[src/rtl/board_scan_driver.sv]
// Multiplexed LED board scanner: 7 column slots per frame, 6 board rows plus a cursor row,
// with a once-per-frame input snapshot, an anti-ghost blank cycle and a slow blink phase.
module board_scan_driver #(
    parameter int SCAN_DIV  = 1000,
    parameter int BLINK_DIV = 64
) (
    input  logic        clk,
    input  logic        reset,
    input  logic [11:0] col1,
    input  logic [11:0] col2,
    input  logic [11:0] col3,
    input  logic [11:0] col4,
    input  logic [11:0] col5,
    input  logic [11:0] col6,
    input  logic [11:0] col7,
    input  logic [2:0]  A,
    input  logic        player_colour,
    input  logic [1:0]  win,
    output logic [6:0]  col_en,
    output logic [6:0]  row_red,
    output logic [6:0]  row_grn
);
    localparam int CW = $clog2(SCAN_DIV);
    localparam int FW = (BLINK_DIV > 1) ? $clog2(BLINK_DIV) : 1;
    localparam logic [CW-1:0] CNT_LAST = CW'(SCAN_DIV - 1);
    localparam logic [FW-1:0] FRM_LAST = FW'(BLINK_DIV - 1);

    logic [CW-1:0] cnt_reg, cnt_next;
    logic [2:0]    k_reg, k_next;
    logic [FW-1:0] frame_reg, frame_next;
    logic          blink_reg, blink_next;

    logic [11:0]   cols_in       [7];
    logic [11:0]   snap_col_reg  [7];
    logic [11:0]   snap_col_next [7];
    logic [2:0]    snap_a_reg, snap_a_next;
    logic          snap_pc_reg, snap_pc_next;
    logic [1:0]    snap_win_reg, snap_win_next;

    logic          frame_start, slot_end, frame_end;
    logic [11:0]   col_sel;
    logic [5:0]    board_red, board_grn;
    logic          cur_red, cur_grn, hide_board;

    assign cols_in[0] = col1;
    assign cols_in[1] = col2;
    assign cols_in[2] = col3;
    assign cols_in[3] = col4;
    assign cols_in[4] = col5;
    assign cols_in[5] = col6;
    assign cols_in[6] = col7;

    assign frame_start = (cnt_reg == '0) && (k_reg == 3'd0);
    assign slot_end    = (cnt_reg == CNT_LAST);
    assign frame_end   = slot_end && (k_reg == 3'd6);

    always_comb begin
        cnt_next   = slot_end ? '0 : cnt_reg + 1'b1;
        k_next     = k_reg;
        frame_next = frame_reg;
        blink_next = blink_reg;
        if (slot_end) begin
            k_next = (k_reg == 3'd6) ? 3'd0 : k_reg + 3'd1;
        end
        if (frame_end) begin
            if (frame_reg == FRM_LAST) begin
                frame_next = '0;
                blink_next = ~blink_reg;
            end else begin
                frame_next = frame_reg + 1'b1;
            end
        end
    end

    // The snapshot is captured at the frame-start edge; decoding for the next cycle
    // must already see the freshly captured values, so it reads the _next side.
    genvar gi;
    generate
        for (gi = 0; gi < 7; gi++) begin : g_snap
            assign snap_col_next[gi] = frame_start ? cols_in[gi] : snap_col_reg[gi];
        end
    endgenerate
    assign snap_a_next   = frame_start ? A             : snap_a_reg;
    assign snap_pc_next  = frame_start ? player_colour : snap_pc_reg;
    assign snap_win_next = frame_start ? win           : snap_win_reg;

    assign col_sel = snap_col_next[k_next];

    generate
        for (gi = 0; gi < 6; gi++) begin : g_cell
            assign board_red[gi] = (col_sel[2*gi+1:2*gi] == 2'b01);
            assign board_grn[gi] = (col_sel[2*gi+1:2*gi] == 2'b10);
        end
    endgenerate

    // k_next never exceeds 6, so an out-of-range cursor index never matches.
    always_comb begin
        cur_red = 1'b0;
        cur_grn = 1'b0;
        if (snap_win_next != 2'b00) begin
            cur_red = snap_win_next[0];
            cur_grn = snap_win_next[1];
        end else if ((snap_a_next == k_next) && !blink_reg) begin
            cur_red = ~snap_pc_next;
            cur_grn = snap_pc_next;
        end
    end

    assign hide_board = (snap_win_next != 2'b00) && blink_reg;

    always_ff @(posedge clk) begin
        if (reset) begin
            cnt_reg      <= '0;
            k_reg        <= 3'd0;
            frame_reg    <= '0;
            blink_reg    <= 1'b0;
            snap_a_reg   <= 3'd0;
            snap_pc_reg  <= 1'b0;
            snap_win_reg <= 2'b00;
            for (int i = 0; i < 7; i++) begin
                snap_col_reg[i] <= 12'd0;
            end
            col_en  <= 7'd0;
            row_red <= 7'd0;
            row_grn <= 7'd0;
        end else begin
            cnt_reg      <= cnt_next;
            k_reg        <= k_next;
            frame_reg    <= frame_next;
            blink_reg    <= blink_next;
            snap_a_reg   <= snap_a_next;
            snap_pc_reg  <= snap_pc_next;
            snap_win_reg <= snap_win_next;
            for (int i = 0; i < 7; i++) begin
                snap_col_reg[i] <= snap_col_next[i];
            end
            if (cnt_next == '0) begin
                col_en  <= 7'd0;
                row_red <= 7'd0;
                row_grn <= 7'd0;
            end else begin
                col_en  <= 7'(7'd1 << k_next);
                row_red <= {cur_red, hide_board ? 6'd0 : board_red};
                row_grn <= {cur_grn, hide_board ? 6'd0 : board_grn};
            end
        end
    end
endmodule

[config.mk]
export PLATFORM = sky130hd
export DESIGN_NAME = board_scan_driver
export DESIGN_NICKNAME = d
export VERILOG_FILES = /design/src/rtl/board_scan_driver.sv
export SDC_FILE = /design/constraint.sdc
export NUM_CORES = 1
export LEC_CHECK = 0
export ABC_AREA = 1
export CORE_UTILIZATION = 30
export DETAILED_ROUTE_END_ITERATION = 8
export PLACE_DENSITY_LB_ADDON = 0.2
export SETUP_SLACK_MARGIN = 0.02
export SKIP_CTS_REPAIR_TIMING = 1
export SYNTH_ARGS = -nofsm -noshare
export SYNTH_HDL_FRONTEND = slang
export SYNTH_SLANG_ARGS = --single-unit
[constraint.sdc]
create_clock -name clk -period 1.9 [get_ports clk]
set_input_delay 0.38 -clock clk [delete_from_list [all_inputs] [get_ports clk]]
set_output_delay 0.38 -clock clk [all_outputs]
set_load 0.02 [all_outputs]
# [Word level (Yosys, flattened, before mapping)]
# Memory sizes are Yosys's and may differ from the RTL's.
# Index checks and enable logic that the tools add are counted.
[totals] reg_bits=47 n_memories=1 word_cells=87 input_bits=92 ramBits=84
[op_classes] n_shift=1 n_lt_le_gt_ge=1 muxes=31 reduce_logical=12 eq_ne=16 n_bitwise=10 n_addsub=3
[memory_table] name="snap_col_reg" depth=7 word_bits=12 read_ports=7 rd_ports_with_merged_regs=0 write_ports=7 line="34" source="logic [11:0] snap_col_reg [7];"
[ops] operator="$mux W12" n=16
[ops] operator="$bmux W12 S3" n=1
[ops] operator="$logic_not A10 Y1" n=2
[ops] operator="$eq A2 B1 Y1 const B" n=6
[ops] operator="$eq A2 B2 Y1 const B" n=6
[ops] operator="$add A10 B1 Y10 const B" n=1
[ops] operator="$eq A10 B10 Y1 const B" n=1
[ops] operator="$mux W10" n=1
[ops] operator="$mux W3" n=3
[ops] operator="$mux W1" n=8
[ops] operator="$or A1 B1 Y1" n=7
[ops] operator="$shl A1 B3 Y7 const A" n=1
[ops] operator="$add A6 B1 Y6 const B" n=1
[ops] operator="$eq A6 B6 Y1 const B" n=1
[ops] operator="$mux W6" n=1
[ops] operator="$ge A4 B4 Y1 const B" n=1
[ops] operator="$logic_and A1 B1 Y1" n=4
[ops] operator="$not A3 Y4" n=1
[ops] operator="$add A3 B1 Y3 const B" n=1
[ops] operator="$eq A3 B3 Y1" n=1
[ops] operator="$eq A3 B3 Y1 const B" n=1
[ops] operator="$logic_not A3 Y1" n=1
[ops] operator="$reduce_or A3 Y1" n=1
[ops] operator="$mux W2" n=1
[ops] operator="5 further kinds" n=6

# [Logic depth before layout (Yosys ltp)]
# Gate-level depths: netlist of the first run.
[logic_depth] ltp_word=8 ltp_mapped=16

# [Worst setup path before layout of the first run]
# OpenSTA, ideal clock, no wires.
[synth_path] kind="reg-to-reg" from="reg cnt_reg[0]" to="reg row_red[1]" slack_ps=25 t_arrival_ps=1763 t_required_ps=1787 setup_time_ps=113 path_buffers=3 path_stages_with_launch=16 cell_sequence="dfxtp_1 ha_1 nand2_2 nor2_2 nand2_2 buf_6 nand2_2 o21ai_2 buf_6 nor2_4 buf_6 nand2_1 nand2_1 nor2_1 nor2_1 nor2_1"
[synth_via] elab_chain_len=7 elab_cells_between_ends=23 classes_between="add/sub: 1; eq/ne: 2; mux: 13; bitwise: 1; reduce/logical: 6"
[synth_lines] element="start: declaration" line="28" source="logic [CW-1:0] cnt_reg, cnt_next;"
[synth_lines] element="start signal: assignment" line="127" source="cnt_reg <= cnt_next;"
[synth_lines] element="$eq A10 B10 Y1 or $logic_not A10 Y1 (tied branches)" line="54, 53"
[synth_lines] element="$mux W3 or $logic_and A1 B1 Y1 (tied branches)" line="62, 53"
[synth_lines] element="$not A3 Y4 (implied by the code) or $mux W12 (tied branches)" line="87, 80"
[synth_lines] element="$bmux W12 S3" line="87" source="assign col_sel = snap_col_next[k_next];"
[synth_lines] element="$mux W12 (implied by the code) (2 in a row)" line="87"
[synth_lines] element="$eq A2 B1 Y1" line="91" source="assign board_red[gi] = (col_sel[2*gi+1:2*gi] == 2'b01);"
[synth_lines] element="end signal: assignment" line="143" source="row_red <= {cur_red, hide_board ? 6'd0 : board_red};"
[synth_lines] element="end: declaration" line="20" source="output logic [6:0] row_red,"
# Parallel ways exist; a longest one is shown, timed or not. The select of a mux whose other input is x is not followed.
# A chain may end at the register's enable or synchronous reset.

# [Final worst setup path of the first run]
[layout_path] from="reg cnt_reg[1]" to="reg row_red[5]"
# The elaborated chain is that of the path after synthesis.

==> reports/metrics.csv, run 1 <==
metric,value,unit
I/O Buffers,112,
largest area contributor in the netlist,dfxtp_1,
nets@finish,1295,
share of layout cells above drive strength 1,20.6,%
Setup-failing EPs final,13,
critical path's most frequent cell,nand2_1,
Post-DP HPWL,15.5,mm
"Seq/Total Area, Yosys",40.7,%
Site Rows,53,
PwrDens,843,nW/um^2
Max-Cap Viols,0,
Post-DRT Antenna Nets,0,
period utilization,105,%
TritonCTS clock tree,built,
"Reg clk slew, reported paths",0.06,ns
core footprint,21000,sq um
TritonRoute pass-1 iters,5,
share of flip-flops with an asynchronous set or reset,0,%
worst clock skew,0.0103,ns
hold_ws,0.302,ns
WS Path Type,reg2reg,
DRC,0,
Starting Density,30.6,%
vias in the first global route,6066,
failing checks,negative setup slack,
max reg flops,84,
slowest cell delay on critical path,0.36,ns
Vias,6892,
Area contributors post-synth,"dfxtp_1, nand2_1, nand3_1",
die height,149,microns
R2R setup slack,-0.09,ns
Tot GR Track Use,19.2,%
pin count of the biggest net entering global routing,82,
grt ovf,0,
Syn Nets,1094,
DRT iter0 DRCs,412,
relative slew slack,74.2,%
vias per cell,4.63,
crit path time final,1.99,ns
clk sink count,131,
syn_area_per_cell,6.45,sq um
Max Freq,502,MHz
CP Launch Type,register,
number of flops mapped to enable cells by yosys,0,
clock root buffer,clkbuf_16,
worst hold path type,in2reg,
Synth Instances,999,
Clock Latency Late Sink,0.42,ns
yosys warns,0,
DP Area,8570,sq um
die width,149,microns
Final Max Slew Viols,0,
post-route core utilization,46.3,%
initial antenna violation count,0,
final hold violations,0,
cells along the critical path,inv_2 > ha_4 > nand2_2 > nor2_4 > nand3_4 > buf_12 > buf_12 > nand2_1 > nand3_2 > nand2_1 > nand2_1 > nand3_1 > nand3_1 > nor2_1,
Critical Path RT,2.25,ns
"Slowest-stage cell, CP",dfxtp_4,
Fillers,2151,
synthesized area,6440,sq um
RSZ-0062 raised after global routing,yes,
Area growth syn-to-layout,51.0,%
final worst slack,-0.0928,ns
Post-synth top cells,"nand2_1, dfxtp_1, nand3_1",
number of distinct library cells after synthesis,31,
P_leak,4.55,nW
CTS Buffer Depth,2,
full die area,22100,sq um
Yosys top cell area share,40.7,%
synthesized flop and latch total,131,
"Max FO, Critical Path",7,
crit path DAT,2.35,ns
Least-Margin Pin Slew,0.387,ns
"Top FF cell, synth",dfxtp_1,
Total Wirelength,21.7,mm
Num CTS Buffers,17,
IO Count,113,
Routed WL per cell,14.6,microns
setup TNS,-0.663,ns
status,"complete, but fails checks",
CTS H-tree lvls,4,
most instantiated library cell after synthesis,nand2_1,
first-pass GRT wire length,32.3,mm
CP Capture Type,register,
GP Congestion,0.866,
Peak VDD IR,0.632,mV
final instance area,9730,sq um
n_diodes,0,
==> cell families after synthesis <==
family,share of synthesized area (%)
adders and majority gates,0.583
and+or+nand+nor,42.6
DFF,40.7
AOI/OAI and AO/OA,6.99
buffers and inverters,8.84
xor gates and xnor gates,0.272
==> critical path: cells and delay by family, from the launching register on <==
kind,cells,cell delay [ns]
adder cells (fa/ha/maj),1,0.14
AND/OR/NAND/NOR,10,1.02
flip-flops,1,0.36
buffers and inverters,3,0.39
==> cell type report <==
| class | count | area [sq um] | area share (%) |
|---|---|---|---|
| multi-input cells | 738 | 3570 | 36.7 |
| flip-flops and latches | 131 | 2630 | 27.1 |
| repair buffers | 232 | 2290 | 23.5 |
| clock buffers | 23 | 478 | 4.91 |
| well taps | 275 | 344 | 3.54 |
| inverters | 80 | 308 | 3.16 |
| clock inverters | 8 | 103 | 1.05 |
==> through the flow <==
step | cells | power, mW | setup slack [ns]
floorplan | 999 | 4.04 | 0.0247
global placement | 1444 | 4.78 | -0.184
detailed placement | 1444 | 4.79 | -0.199
CTS | 1475 | 8.03 | -0.212
global route | 1487 | 8.60 | -0.162
finish | 1487 | 8.20 | -0.0928
==> cell usage in the layout (no fill, tap or decap), types with 3 or more instances in the layout <==
cell | netlist | final
o21ai_2 | 1 | 3
o21ai_0 | 12 | 10
nand3_2 | 1 | 22
o21ai_1 | 8 | 8
nand2_1 | 372 | 341
inv_1 | 77 | 72
nand2_4 | 1 | 4
nor2_1 | 101 | 91
nand3_1 | 109 | 86
dfxtp_1 | 131 | 126
nor3_1 | 10 | 8
buf_4 | 5 | 94
a21oi_1 | 65 | 65
clkbuf_1 | 26 | 3
clkbuf_8 | 0 | 3
clkdlybuf4s50_1 | 0 | 111
clkbuf_16 | 0 | 22
inv_2 | 2 | 6
buf_6 | 6 | 11
nor2_2 | 7 | 10
dfxtp_2 | 0 | 3
nand3b_1 | 16 | 16
buf_12 | 0 | 11
nor2_4 | 2 | 9
nand4_1 | 16 | 16
nand2_2 | 5 | 33
==> routing by layer <==
| metal | routed length (microns) | vias up | part of all wire, % | track usage (%) |
|---|---|---|---|---|
| met3 | 1010 | 23 | 4.7 | 3.16 |
| met2 | 9830 | 156 | 45 | 30.1 |
| met5 | 0 | - | 0 | 0 |
| met1 | 10500 | 3132 | 48 | 26.6 |
| met4 | 380 | 0 | 1.7 | 6.55 |
| li1 | - | 3581 | - | - |
==> worst paths after layout <==
check / depth (start not counted) / start / end
max: 14 / cnt_reg[1]$_SDFF_PP0_ / row_red[5]$_SDFF_PP0_
min: 2 / reset / snap_win_reg[1]$_SDFF_PP0_
min reg2reg: 1 / cnt_reg[0]$_SDFF_PP0_ / cnt_reg[0]$_SDFF_PP0_
max reg2reg: 14 / cnt_reg[1]$_SDFF_PP0_ / row_red[5]$_SDFF_PP0_
==> report_power, final <==
group          switching [mW]  internal (mW)
combinational            1.04          0.867
sequential             0.0708           2.98
clock                    1.21           2.03
total                    2.32           5.88
Note: power is estimated with default switching activity, not from simulation.
==> run 2: changes to the inputs <==
- CORE_ASPECT_RATIO: default -> 1.75
==> reports/metrics.csv, run 2 (synthesis results as in run 1) <==
metric,value,unit
status,"complete, but fails checks",
failing checks,negative setup slack,
slowest cell delay on critical path,0.36,ns
Reg2Reg Capture Point,row_grn[2]$_SDFF_PP0_,
"Max FO, Critical Path",7,
Site Rows,70,
Post-DRT Antenna Nets,0,
clk sink count,131,
Num CTS Buffers,17,
M2 GR Usage,37.6,%
TritonCTS clock tree,built,
pin count of the biggest net entering global routing,61,
nets@finish,1297,
"Reg clk slew, reported paths",0.07,ns
met3 usage,2.78,%
Peak VDD IR,0.545,mV
Least-Margin Pin Slew,0.695,ns
Max Freq,490,MHz
I/O Buffers,112,
Routed WL per cell,14.5,microns
crit path time final,2.04,ns
Post-DP HPWL,16.2,mm
Fillers,2140,
Tot GR Track Use,19.3,%
worst clock skew,0.0118,ns
final worst slack,-0.143,ns
Max-Cap Viols,0,
post-route core utilization,45.9,%
die height,196,microns
period utilization,108,%
Vias,6837,
fin cells,1467,
R2R setup slack,-0.14,ns
CP Capture Type,register,
IO Count,113,
Reg2Reg Depth,16,
relative slew slack,53.6,%
GRT busiest layer,met2,
Setup crit end,row_grn[2]$_SDFF_PP0_,
RSZ-0062 raised after global routing,yes,
"Slowest-stage cell, CP",dfxtp_4,
cells along the critical path,inv_4 > ha_4 > inv_2 > nor2_1 > nand2_1 > nor2_4 > buf_6 > buf_12 > nand3b_1 > nand3_1 > nand2_1 > nand2_2 > nand2_2 > nand2_2 > nand3_2 > nor2_1,
clock root buffer,clkbuf_16,
hold_ws,0.317,ns
Area growth syn-to-layout,49.1,%
Clock Latency Late Sink,0.43,ns
worst path bufs/invs,4,
grt ovf,0,
CTS Buffer Depth,2,
crit path DAT,2.41,ns
vias per cell,4.66,
pre-CTS WS,-0.229,ns
TritonRoute pass-1 iters,5,
Worst path depth,16,
Setup-failing EPs final,14,
Cells after DPL,1424,
Crit path max-delay family,simple AND/OR/NAND/NOR gates,
CP startpoint,cnt_reg[1]$_SDFF_PP0_,
core footprint,20900,sq um
PwrDens,891,nW/um^2
Starting Density,30.8,%
P_leak,4.53,nW
Total Wirelength,21.3,mm
CP Launch Type,register,
FF-to-FF Start,cnt_reg[1]$_SDFF_PP0_,
WS Path Type,reg2reg,
Critical Path RT,2.26,ns
worst hold path type,in2reg,
"most common cell after layout, fill and taps aside",nand2_1,
GR Util met1,20.2,%
share of layout cells above drive strength 1,20.6,%
die width,113,microns
vias in the first global route,6391,
initial antenna violation count,0,
first-pass GRT wire length,32.3,mm
final hold violations,0,
full die area,22100,sq um
CTS H-tree lvls,4,
max reg flops,84,
Final Max Slew Viols,0,
GP Congestion,0.851,
DRT iter0 DRCs,283,
n_diodes,0,
DRC,0,
"commonest non-fill, non-tap cells in the layout","nand2_1, dfxtp_1, clkdlybuf4s50_1, buf_4, nand3_1",
critical path's most frequent cell,nand2_2,
-- run 2: power by group --
| group | total [mW] | leakage [nW] | internal [mW] | switching, mW |
|---|---|---|---|---|
| logic | 1.81 | 3.13 | 0.801 | 1.01 |
| registers | 3.06 | 1.08 | 2.98 | 0.0733 |
| clock network | 3.69 | 0.319 | 2.39 | 1.29 |
| total | 8.56 | 4.53 | 6.18 | 2.38 |
-- run 2: how the worst min path moves through the flow --
stage / start / end / slack, ns / depth (start not counted)
6_report: reset / col_en[5]$_SDFF_PP0_ / 0.32 / 4
5_1_grt: reset / col_en[6]$_SDFF_PP0_ / 0.31 / 4
4_1_cts: reset / frame_reg[1]$_SDFFE_PP0P_ / 0.37 / 4
3_5_place_dp: snap_col_reg[0][4]$_SDFF_PP0_ / snap_col_reg[0][4]$_SDFF_PP0_ / 0.46 / 2
3_3_place_gp: snap_col_reg[2][2]$_SDFF_PP0_ / snap_col_reg[2][2]$_SDFF_PP0_ / 0.46 / 2
2_1_floorplan: snap_a_reg[1]$_SDFF_PP0_ / snap_a_reg[1]$_SDFF_PP0_ / 0.45 / 2
-- run 2: stage by stage --
stage | area, sq um | setup TNS, ns | total power [mW]
after floorplan | 6440 | 0 | 4.04
after global placement | 8500 | -3.60 | 4.79
after detailed placement | 8500 | -4.05 | 4.80
after CTS | 9160 | -4.59 | 8.49
after global routing | 9600 | -3.07 | 8.94
final | 9600 | -1.08 | 8.56
-- run 2: routing by layer --
layer,vias up,routed length [microns]
li1,3575,-
met1,3121,8460
met2,113,11800
met3,28,555
met4,0,499
met5,-,0
-- run 2: final cells by class --
class                      count  area [sq um]  share of cell area (%)
multi-input combinational    739          3540                    36.8
sequential                   131          2630                    27.4
timing repair buffer         233          2150                    22.3
clock buffer                  19           453                    4.72
tap                          252           315                    3.28
inverter                      80           313                    3.26
clock inverter                13           206                    2.15
-- run 2: tightest hold or removal path: stages --
cell and delay, ns:
buf_4 0.14, nor2_4 0.06, nand2_2 0.08, nor2_1 0.05
==> run 3: changes to the inputs <==
- PLACE_DENSITY_LB_ADDON: 0.2 -> 0.1
==> reports/metrics.csv, run 3 (synthesis results as in run 1) <==
metric,value,unit
pin count of the biggest net entering global routing,47,
Max Freq,505,MHz
crit path time final,1.98,ns
nets@finish,1294,
Routed WL per cell,14.9,microns
GP Congestion,0.838,
"Reg clk slew, reported paths",0.06,ns
Post-DRT Antenna Nets,0,
status,"complete, but fails checks",
grt ovf,0,
hold path depth,4,
Total Wirelength,21.8,mm
TritonRoute pass-1 iters,7,
CP Capture Type,register,
Tot GR Track Use,20.0,%
worst clock skew,0.00849,ns
crit path DAT,2.31,ns
first-pass GRT wire length,33.2,mm
CTS H-tree lvls,4,
final hold violations,0,
Vias,6805,
fin cells,1464,
WS Path Type,reg2reg,
vias in the first global route,6573,
Clock Latency Late Sink,0.43,ns
Site Rows,70,
M2 GR Usage,38.2,%
Final Max Slew Viols,0,
die width,113,microns
cells along the critical path,ha_4 > nand2_2 > nor2_4 > buf_4 > nand3_2 > nand2_4 > inv_4 > buf_12 > nor2_4 > buf_12 > nand2_1 > nand3_1 > nand2_1 > nand2_1 > nor2_4,
Reg2Reg Depth,15,
GR Util met1,21.1,%
Critical Path RT,2.23,ns
DRT iter0 DRCs,317,
final instance area,9740,sq um
RSZ-0062 raised after global routing,yes,
post-route core utilization,46.5,%
die height,196,microns
Worst Hold Launch,reset,
worst hold path type,in2reg,
"Max FO, Critical Path",11,
final worst slack,-0.0791,ns
relative slew slack,64.8,%
Post-DP HPWL,16.5,mm
CP Launch Type,register,
Setup-failing EPs final,17,
TritonCTS clock tree,built,
DP Area,8560,sq um
DRC,0,
core footprint,20900,sq um
Area growth syn-to-layout,51.2,%
met3 usage,4.08,%
total power,8.33,mW
slowest cell delay on critical path,0.37,ns
CP startpoint,cnt_reg[1]$_SDFF_PP0_,
CTS Buffer Depth,2,
PwrDens,855,nW/um^2
Least-Margin Pin Slew,0.528,ns
Max-Cap Viols,0,
n_diodes,0,
hold_ws,0.346,ns
IO Count,113,
"most common cell after layout, fill and taps aside",nand2_1,
P_leak,4.54,nW
Cells after DPL,1417,
clock root buffer,clkbuf_16,
Peak VDD IR,0.491,mV
"commonest non-fill, non-tap cells in the layout","nand2_1, dfxtp_1, clkdlybuf4s50_1, buf_4, nand3_1",
failing checks,negative setup slack,
GRT busiest layer,met2,
FF-to-FF Start,cnt_reg[1]$_SDFF_PP0_,
max reg flops,84,
I/O Buffers,112,
"Slowest-stage cell, CP",dfxtp_2,
share of layout cells above drive strength 1,20.0,%
period utilization,104,%
initial antenna violation count,0,
clk sink count,131,
Starting Density,30.8,%
Num CTS Buffers,17,
full die area,22100,sq um
vias per cell,4.65,
## run 3: changes by cell type in the layout (fill, tap and decap cells not counted), moves of 4 or more
cell / previous run / this run
nand2_1: 337 / 352
clkbuf_1: 0 / 4
buf_12: 6 / 15
nand3_1: 97 / 88
buf_8: 0 / 4
nor2_2: 8 / 12
nor2_1: 92 / 86
nand2_2: 37 / 22
buf_4: 108 / 94
nand3_2: 11 / 17
## run 3: layer usage
layer  up-vias  wire [microns]  share of wire, %
li1       3562               -                 -
met1      3084            8780                40
met2       121           11800                54
met3        38             642               2.9
met4         0             594               2.7
met5         -               0                 0
## run 3: final timing paths
| check | end | slack, ns |
|---|---|---|
| hold / removal | frame_reg[1]$_SDFFE_PP0P_ | 0.35 |
| setup reg to reg | row_red[0]$_SDFF_PP0_ | -0.08 |
| hold reg to reg | cnt_reg[0]$_SDFF_PP0_ | 0.46 |
| setup / recovery | row_red[0]$_SDFF_PP0_ | -0.08 |
## run 3: through the flow
stage               worst slack, ns  TNS [ns]
floorplan                    0.0247         0
global placement             -0.276     -3.47
detailed placement           -0.254     -3.49
CTS                          -0.265     -3.92
global route                 -0.197     -3.00
finish                      -0.0791    -0.711
## run 3: final cells by class
type | instances | area (sq um)
Clock buffer | 24 | 482
Clock inverter | 8 | 125
Fill cell | 2172 | 11200
Inverter | 80 | 305
Multi-Input combinational cell | 738 | 3600
Sequential cell | 131 | 2630
Tap cell | 252 | 315
Timing Repair Buffer | 231 | 2280
## run 3: worst max-delay path: cells and delay by family (launching register included)
family | cells | cell delay (ns)
and+or+nand+nor | 10 | 0.90
adders and majority gates | 1 | 0.16
buffers and inverters | 4 | 0.45
DFF | 1 | 0.37
## run 3: where the power goes
part           switching (mW)  internal, mW
logic                    1.04         0.822
clock network            1.25          2.17
registers              0.0694          2.98
total                    2.36          5.97
